$ cat config.mk
export PLATFORM = sky130hd
export DESIGN_NAME = sha256_dma_reader
export DESIGN_NICKNAME = d
export VERILOG_FILES = /design/src/rtl/sha256_dma_pkg.sv /design/src/rtl/sha256_dma_reader.sv
export SDC_FILE = /design/constraint.sdc
export NUM_CORES = 1
export LEC_CHECK = 0
export CAP_MARGIN = 20
export CORE_ASPECT_RATIO = 0.9
export CORE_UTILIZATION = 46
export DETAILED_ROUTE_END_ITERATION = 8
export GPL_TIMING_DRIVEN = 1
export PLACE_DENSITY = 0.86
export RECOVER_POWER = 100
export SLEW_MARGIN = 10
export SYNTH_ARGS = -nofsm -noshare
export SYNTH_HDL_FRONTEND = slang
export SYNTH_SLANG_ARGS = --single-unit
$ cat constraint.sdc
create_clock -name axi_clk_i -period 2.87 [get_ports axi_clk_i]
set_input_delay 0.287 -clock axi_clk_i [delete_from_list [all_inputs] [get_ports axi_clk_i]]
set_output_delay 0.287 -clock axi_clk_i [all_outputs]
set_load 0.02 [all_outputs]
$ cat src/rtl/sha256_dma_pkg.sv
// rtl/sha256_dma_pkg.sv - shared types and constants for the SHA256 DMA read path
package sha256_dma_pkg;

    typedef enum logic [1:0] {
        IDLE = 2'd0,
        REQ  = 2'd1,
        REL  = 2'd2,
        DONE = 2'd3
    } state_t;

    localparam logic [1:0] ERR_NONE    = 2'd0;
    localparam logic [1:0] ERR_BUS     = 2'd1;
    localparam logic [1:0] ERR_TIMEOUT = 2'd2;
    localparam logic [1:0] ERR_ALIGN   = 2'd3;

    localparam logic [7:0] RSEL_FULL   = 8'hFF;
    localparam logic [3:0] RLEN_SINGLE = 4'h1;
    localparam int         BEAT_BYTES  = 8;

endpackage

$ cat src/rtl/sha256_dma_reader.sv
// rtl/sha256_dma_reader.sv - single-beat 64-bit read initiator feeding the SHA256 loader (optional SHA256_DMA_RD_TIMEOUT_EN)
module sha256_dma_reader
    import sha256_dma_pkg::*;
#(
    parameter int LEN_W       = 8,
    parameter int TIMEOUT_CYC = 255
) (
    input  logic             axi_clk_i,
    input  logic             axi_rst_i,
    input  logic             start_i,
    input  logic [31:0]      base_addr_i,
    input  logic [LEN_W-1:0] len_i,
    output logic             busy_o,
    output logic             done_o,
    output logic             err_o,
    output logic [1:0]       err_code_o,
    output logic [63:0]      dat_o,
    output logic             dat_valid_o,
    output logic [31:0]      axi_raddr_o,
    output logic             axi_rvalid_o,
    output logic [7:0]       axi_rsel_o,
    output logic [3:0]       axi_rlen_o,
    output logic             axi_rfixed_o,
    input  logic [63:0]      axi_rdata_i,
    input  logic             axi_rrdy_i,
    input  logic             axi_rerr_i
);

    state_t           state;
    logic [LEN_W-1:0] remaining;

    assign axi_rsel_o   = RSEL_FULL;
    assign axi_rlen_o   = RLEN_SINGLE;
    assign axi_rfixed_o = 1'b0;

`ifdef SHA256_DMA_RD_TIMEOUT_EN
    localparam int TCNT_W = $clog2(TIMEOUT_CYC + 1);
    logic [TCNT_W-1:0] tcnt;
    logic              timeout_hit;
    assign timeout_hit = (tcnt == TCNT_W'(TIMEOUT_CYC - 1));
`else
    logic unused_timeout_cfg;
    assign unused_timeout_cfg = (TIMEOUT_CYC != 0);
`endif

    // Transfer sequencer: four-phase request/release per beat, all outputs registered
    always_ff @(posedge axi_clk_i) begin
        if (axi_rst_i) begin
            state        <= IDLE;
            remaining    <= '0;
            busy_o       <= 1'b0;
            done_o       <= 1'b0;
            err_o        <= 1'b0;
            err_code_o   <= ERR_NONE;
            dat_o        <= '0;
            dat_valid_o  <= 1'b0;
            axi_raddr_o  <= '0;
            axi_rvalid_o <= 1'b0;
`ifdef SHA256_DMA_RD_TIMEOUT_EN
            tcnt         <= '0;
`endif
        end else begin
            done_o      <= 1'b0;
            dat_valid_o <= 1'b0;
`ifdef SHA256_DMA_RD_TIMEOUT_EN
            // Any cycle that does not explicitly keep waiting restarts the count
            tcnt        <= '0;
`endif
            case (state)
                IDLE: begin
                    if (start_i) begin
                        busy_o     <= 1'b1;
                        err_o      <= 1'b0;
                        err_code_o <= ERR_NONE;
                        if (len_i == '0) begin
                            state  <= DONE;
                            done_o <= 1'b1;
                        end else if (base_addr_i[2:0] != 3'b000) begin
                            err_o      <= 1'b1;
                            err_code_o <= ERR_ALIGN;
                            state      <= DONE;
                            done_o     <= 1'b1;
                        end else begin
                            remaining    <= len_i;
                            axi_raddr_o  <= base_addr_i;
                            axi_rvalid_o <= 1'b1;
                            state        <= REQ;
                        end
                    end
                end
                REQ: begin
                    if (axi_rerr_i) begin
                        axi_rvalid_o <= 1'b0;
                        err_o        <= 1'b1;
                        err_code_o   <= ERR_BUS;
                        state        <= DONE;
                        done_o       <= 1'b1;
                    end else if (axi_rrdy_i) begin
                        dat_o        <= axi_rdata_i;
                        dat_valid_o  <= 1'b1;
                        axi_rvalid_o <= 1'b0;
                        remaining    <= remaining - 1'b1;
                        state        <= REL;
                    end
`ifdef SHA256_DMA_RD_TIMEOUT_EN
                    else if (timeout_hit) begin
                        axi_rvalid_o <= 1'b0;
                        err_o        <= 1'b1;
                        err_code_o   <= ERR_TIMEOUT;
                        state        <= DONE;
                        done_o       <= 1'b1;
                    end else begin
                        tcnt <= tcnt + 1'b1;
                    end
`endif
                end
                REL: begin
                    if (!axi_rrdy_i) begin
                        if (remaining == '0) begin
                            state  <= DONE;
                            done_o <= 1'b1;
                        end else begin
                            // Address wraps modulo 2^32 by design
                            axi_raddr_o  <= axi_raddr_o + 32'(BEAT_BYTES);
                            axi_rvalid_o <= 1'b1;
                            state        <= REQ;
                        end
                    end
`ifdef SHA256_DMA_RD_TIMEOUT_EN
                    else if (timeout_hit) begin
                        err_o      <= 1'b1;
                        err_code_o <= ERR_TIMEOUT;
                        state      <= DONE;
                        done_o     <= 1'b1;
                    end else begin
                        tcnt <= tcnt + 1'b1;
                    end
`endif
                end
                DONE: begin
                    busy_o <= 1'b0;
                    state  <= IDLE;
                end
                default: state <= IDLE;
            endcase
        end
    end

endmodule

==> impl_metrics.toml <==
[power]
p_leak_nw = 3.03
irDropWorstVdd_v = 0.000311
p_per_area_mw_per_mm2 = 556

[critical_path]
crit_required_ns = 3.15
critical_path.max_fanout = 32
critPathKind = "reg -> reg"
worstPathArrival_ns = 2.70
critPathLaunch = "remaining[0]"
cp-end-kind = "flip-flop"
reg2reg_from = "remaining[0]"
startpoint_type = "flip-flop"

[global_route]
grt_start_max_net_pins = 108
gr-total-overflow = 0
track_usage_pct = 27.4
grt_pass1_wl_um = 26400
grt_pass1_vias = 5480
antenna_found_initial = 0

[timing]
timing.fmax_mhz = 412
timing.final.hold_violations = 0
max_slew_margin_pct = 17.0
maxSlewViolCount = 0
rsz0062_at_grt = "no"
tns_ns = 0
max_slew.worst_pin.slew_ns = 1.25
post-route-period-util_pct = 84.5
setup_viol = 0
finClkSkew_ns = 0.00990
period_needed_ns = 2.42

[layout]
final_cell_mix = "nand2_1 (186), a21oi_1 (113), dfxtp_1 (112)"
seq_area_sq_mm = 0.00224
final_nets = 985
final.fill_count = 858
final_common_cell = "nand2_1"
fin_util_pct = 70.4
multiInputGateArea_sq_mm = 0.00275
antenna_cells = 0
area_growth_pct = 46.2
drive_above_1_share_pct = 5.80

[clock_tree]
hold_buffers = 0
cts_sinks = 112
htree_levels = 3
cts_tree = "done"
cts-resized-gates = 0
cts_buffers = 9
cts.reportedPaths.clkPinSlew_ns = 0.08
cts_root_buffer = "clkbuf_16"
clk_latency_ns = 0.35
postCtsSetupRepairBufs = 0
cts_buffer_depth = 2

[placement]
gp_congestion = 0.876
io_buffers = 211
place_hpwl_um = 11600

[synthesis]
synth_cell_types = 62
synth_edf_count = 0
avgSynthCellArea_sq_um = 7.71
ys.flop_type = "dfxtp_1"
ys_seq_area_share_pct = 42.2
async_reset_ff_share_pct = 0
synth_area_sq_mm = 0.00532
yosys_warnings = 0
synth_seq_cells = 112
syn_inst = 689

[die]
start_util_pct = 48.2
core_area_sq_mm = 0.0110
ios = 225
die_y_um = 104
die-area_sq_mm = 0.0120
row_count = 36
chipWidth_um = 115

[route]
drtIter0Drc = 426
route.detailed.wl_per_inst_um = 15.9
drt_wl_total_um = 16400
num_vias = 5686
viasPerCell = 5.52
final_antenna_net_count = 0
drc_errors = 0
first_pass_iters = 6

[worst_hold_path]
hp-start = "dat_o[35]"
hold_class = "reg -> reg"

[job]
cap_violations = 0

[outcome]
outcome = "finished clean"
-- layer usage --
metal | vias to the layer above | wire (um) | GRT usage [%]
met2 | 280 | 8010 | 46.1
li1 | 2749 | - | -
met5 | - | 0 | 0
met4 | 0 | 480 | 11.0
met3 | 36 | 1480 | 7.52
met1 | 2621 | 6450 | 32.6
-- area by class of cell --
type | instances | area share, %
timing repair buffer | 223 | 28.5
inverter | 8 | 0.386
clock buffer | 10 | 3.08
tap | 152 | 2.45
multi-input combinational | 520 | 35.4
sequential | 112 | 28.9
clock inverter | 6 | 1.26
-- worst max-delay path, stage by stage, from the launching register on --
cell and delay, ns:
dfxtp_1 0.36, inv_1 0.10, ha_1 0.20, nor3b_1 0.27
clkbuf_1 0.28, a21oi_1 0.15, o21ai_2 0.14, buf_4 0.32
buf_4 0.24, o21ai_0 0.11, a21oi_1 0.17
-- cells by family (layout without fill, tap and decap cells) --
group | count (synthesis) | count (layout) | share of synthesized area, %
AOI/OAI and AO/OA | 204 | 204 | 23.3
adders and majority gates | 2 | 2 | 0.471
buffers and inverters | 68 | 247 | 6.52
DFF | 112 | 112 | 42.2
other | 2 | 13 | 0.141
and+or+nand+nor | 301 | 301 | 27.4
-- flip-flops by register name (all words and copies together), names as in the netlist --
name,count
done_o,1
axi_raddr_o,32
dat_o,64
dat_valid_o,1
err_o,1
remaining,8
busy_o,1
state,2
axi_rvalid_o,1
err_code_o,1
-- report_power, final --
group	switching, mW	internal (mW)
Clock	0.609	0.804
Combinational	0.637	0.488
Sequential	0.125	1.66
Total	1.37	2.95
-- Yosys cell counts, types with 3 or more instances --
master | instances | area share [%]
nand2_1 | 187 | 13
a21oi_1 | 113 | 11
dfxtp_1 | 112 | 42
nor2_1 | 33 | 2.3
clkbuf_1 | 28 | 2.0
o21ai_0 | 27 | 2.5
buf_4 | 14 | 2.0
buf_2 | 13 | 1.2
nor3_1 | 12 | 1.1
nand3_1 | 10 | 0.94
a21o_1 | 9 | 1.3
a31oi_1 | 9 | 1.1
nand2b_1 | 9 | 1.1
nand4_1 | 9 | 1.1
inv_1 | 8 | 0.56
o32ai_1 | 7 | 1.2
and2_1 | 6 | 0.71
a32o_1 | 5 | 0.94
nor4_1 | 5 | 0.59
nor4_4 | 5 | 2.0
a22o_1 | 3 | 0.49
buf_6 | 3 | 0.64
nand4b_1 | 3 | 0.49
nor2b_1 | 3 | 0.35
o21ai_1 | 3 | 0.28
o31a_1 | 3 | 0.49
-- final timing paths --
check	to	slack [ns]	depth (start not counted)
max reg2reg	axi_raddr_o[15]	0.45	10
min	dat_o[35]	0.45	2
min reg2reg	dat_o[35]	0.45	2
max	axi_raddr_o[15]	0.45	10
-- per-stage QoR --
step           total power, mW  hold slack, ns  cell area [sq um]  instances  worst slack (ns)
5_1_grt                   4.50           0.474               7770       1031             0.255
3_5_place_dp              2.97           0.446               7470       1015             0.531
3_3_place_gp              2.93           0.442               7470       1015             0.602
4_1_cts                   4.38           0.454               7800       1031             0.715
6_report                  4.32           0.453               7770       1031             0.446
2_1_floorplan             2.49           0.423               5360        700             0.986
No activity file was read; power rests on OpenSTA's default activity.
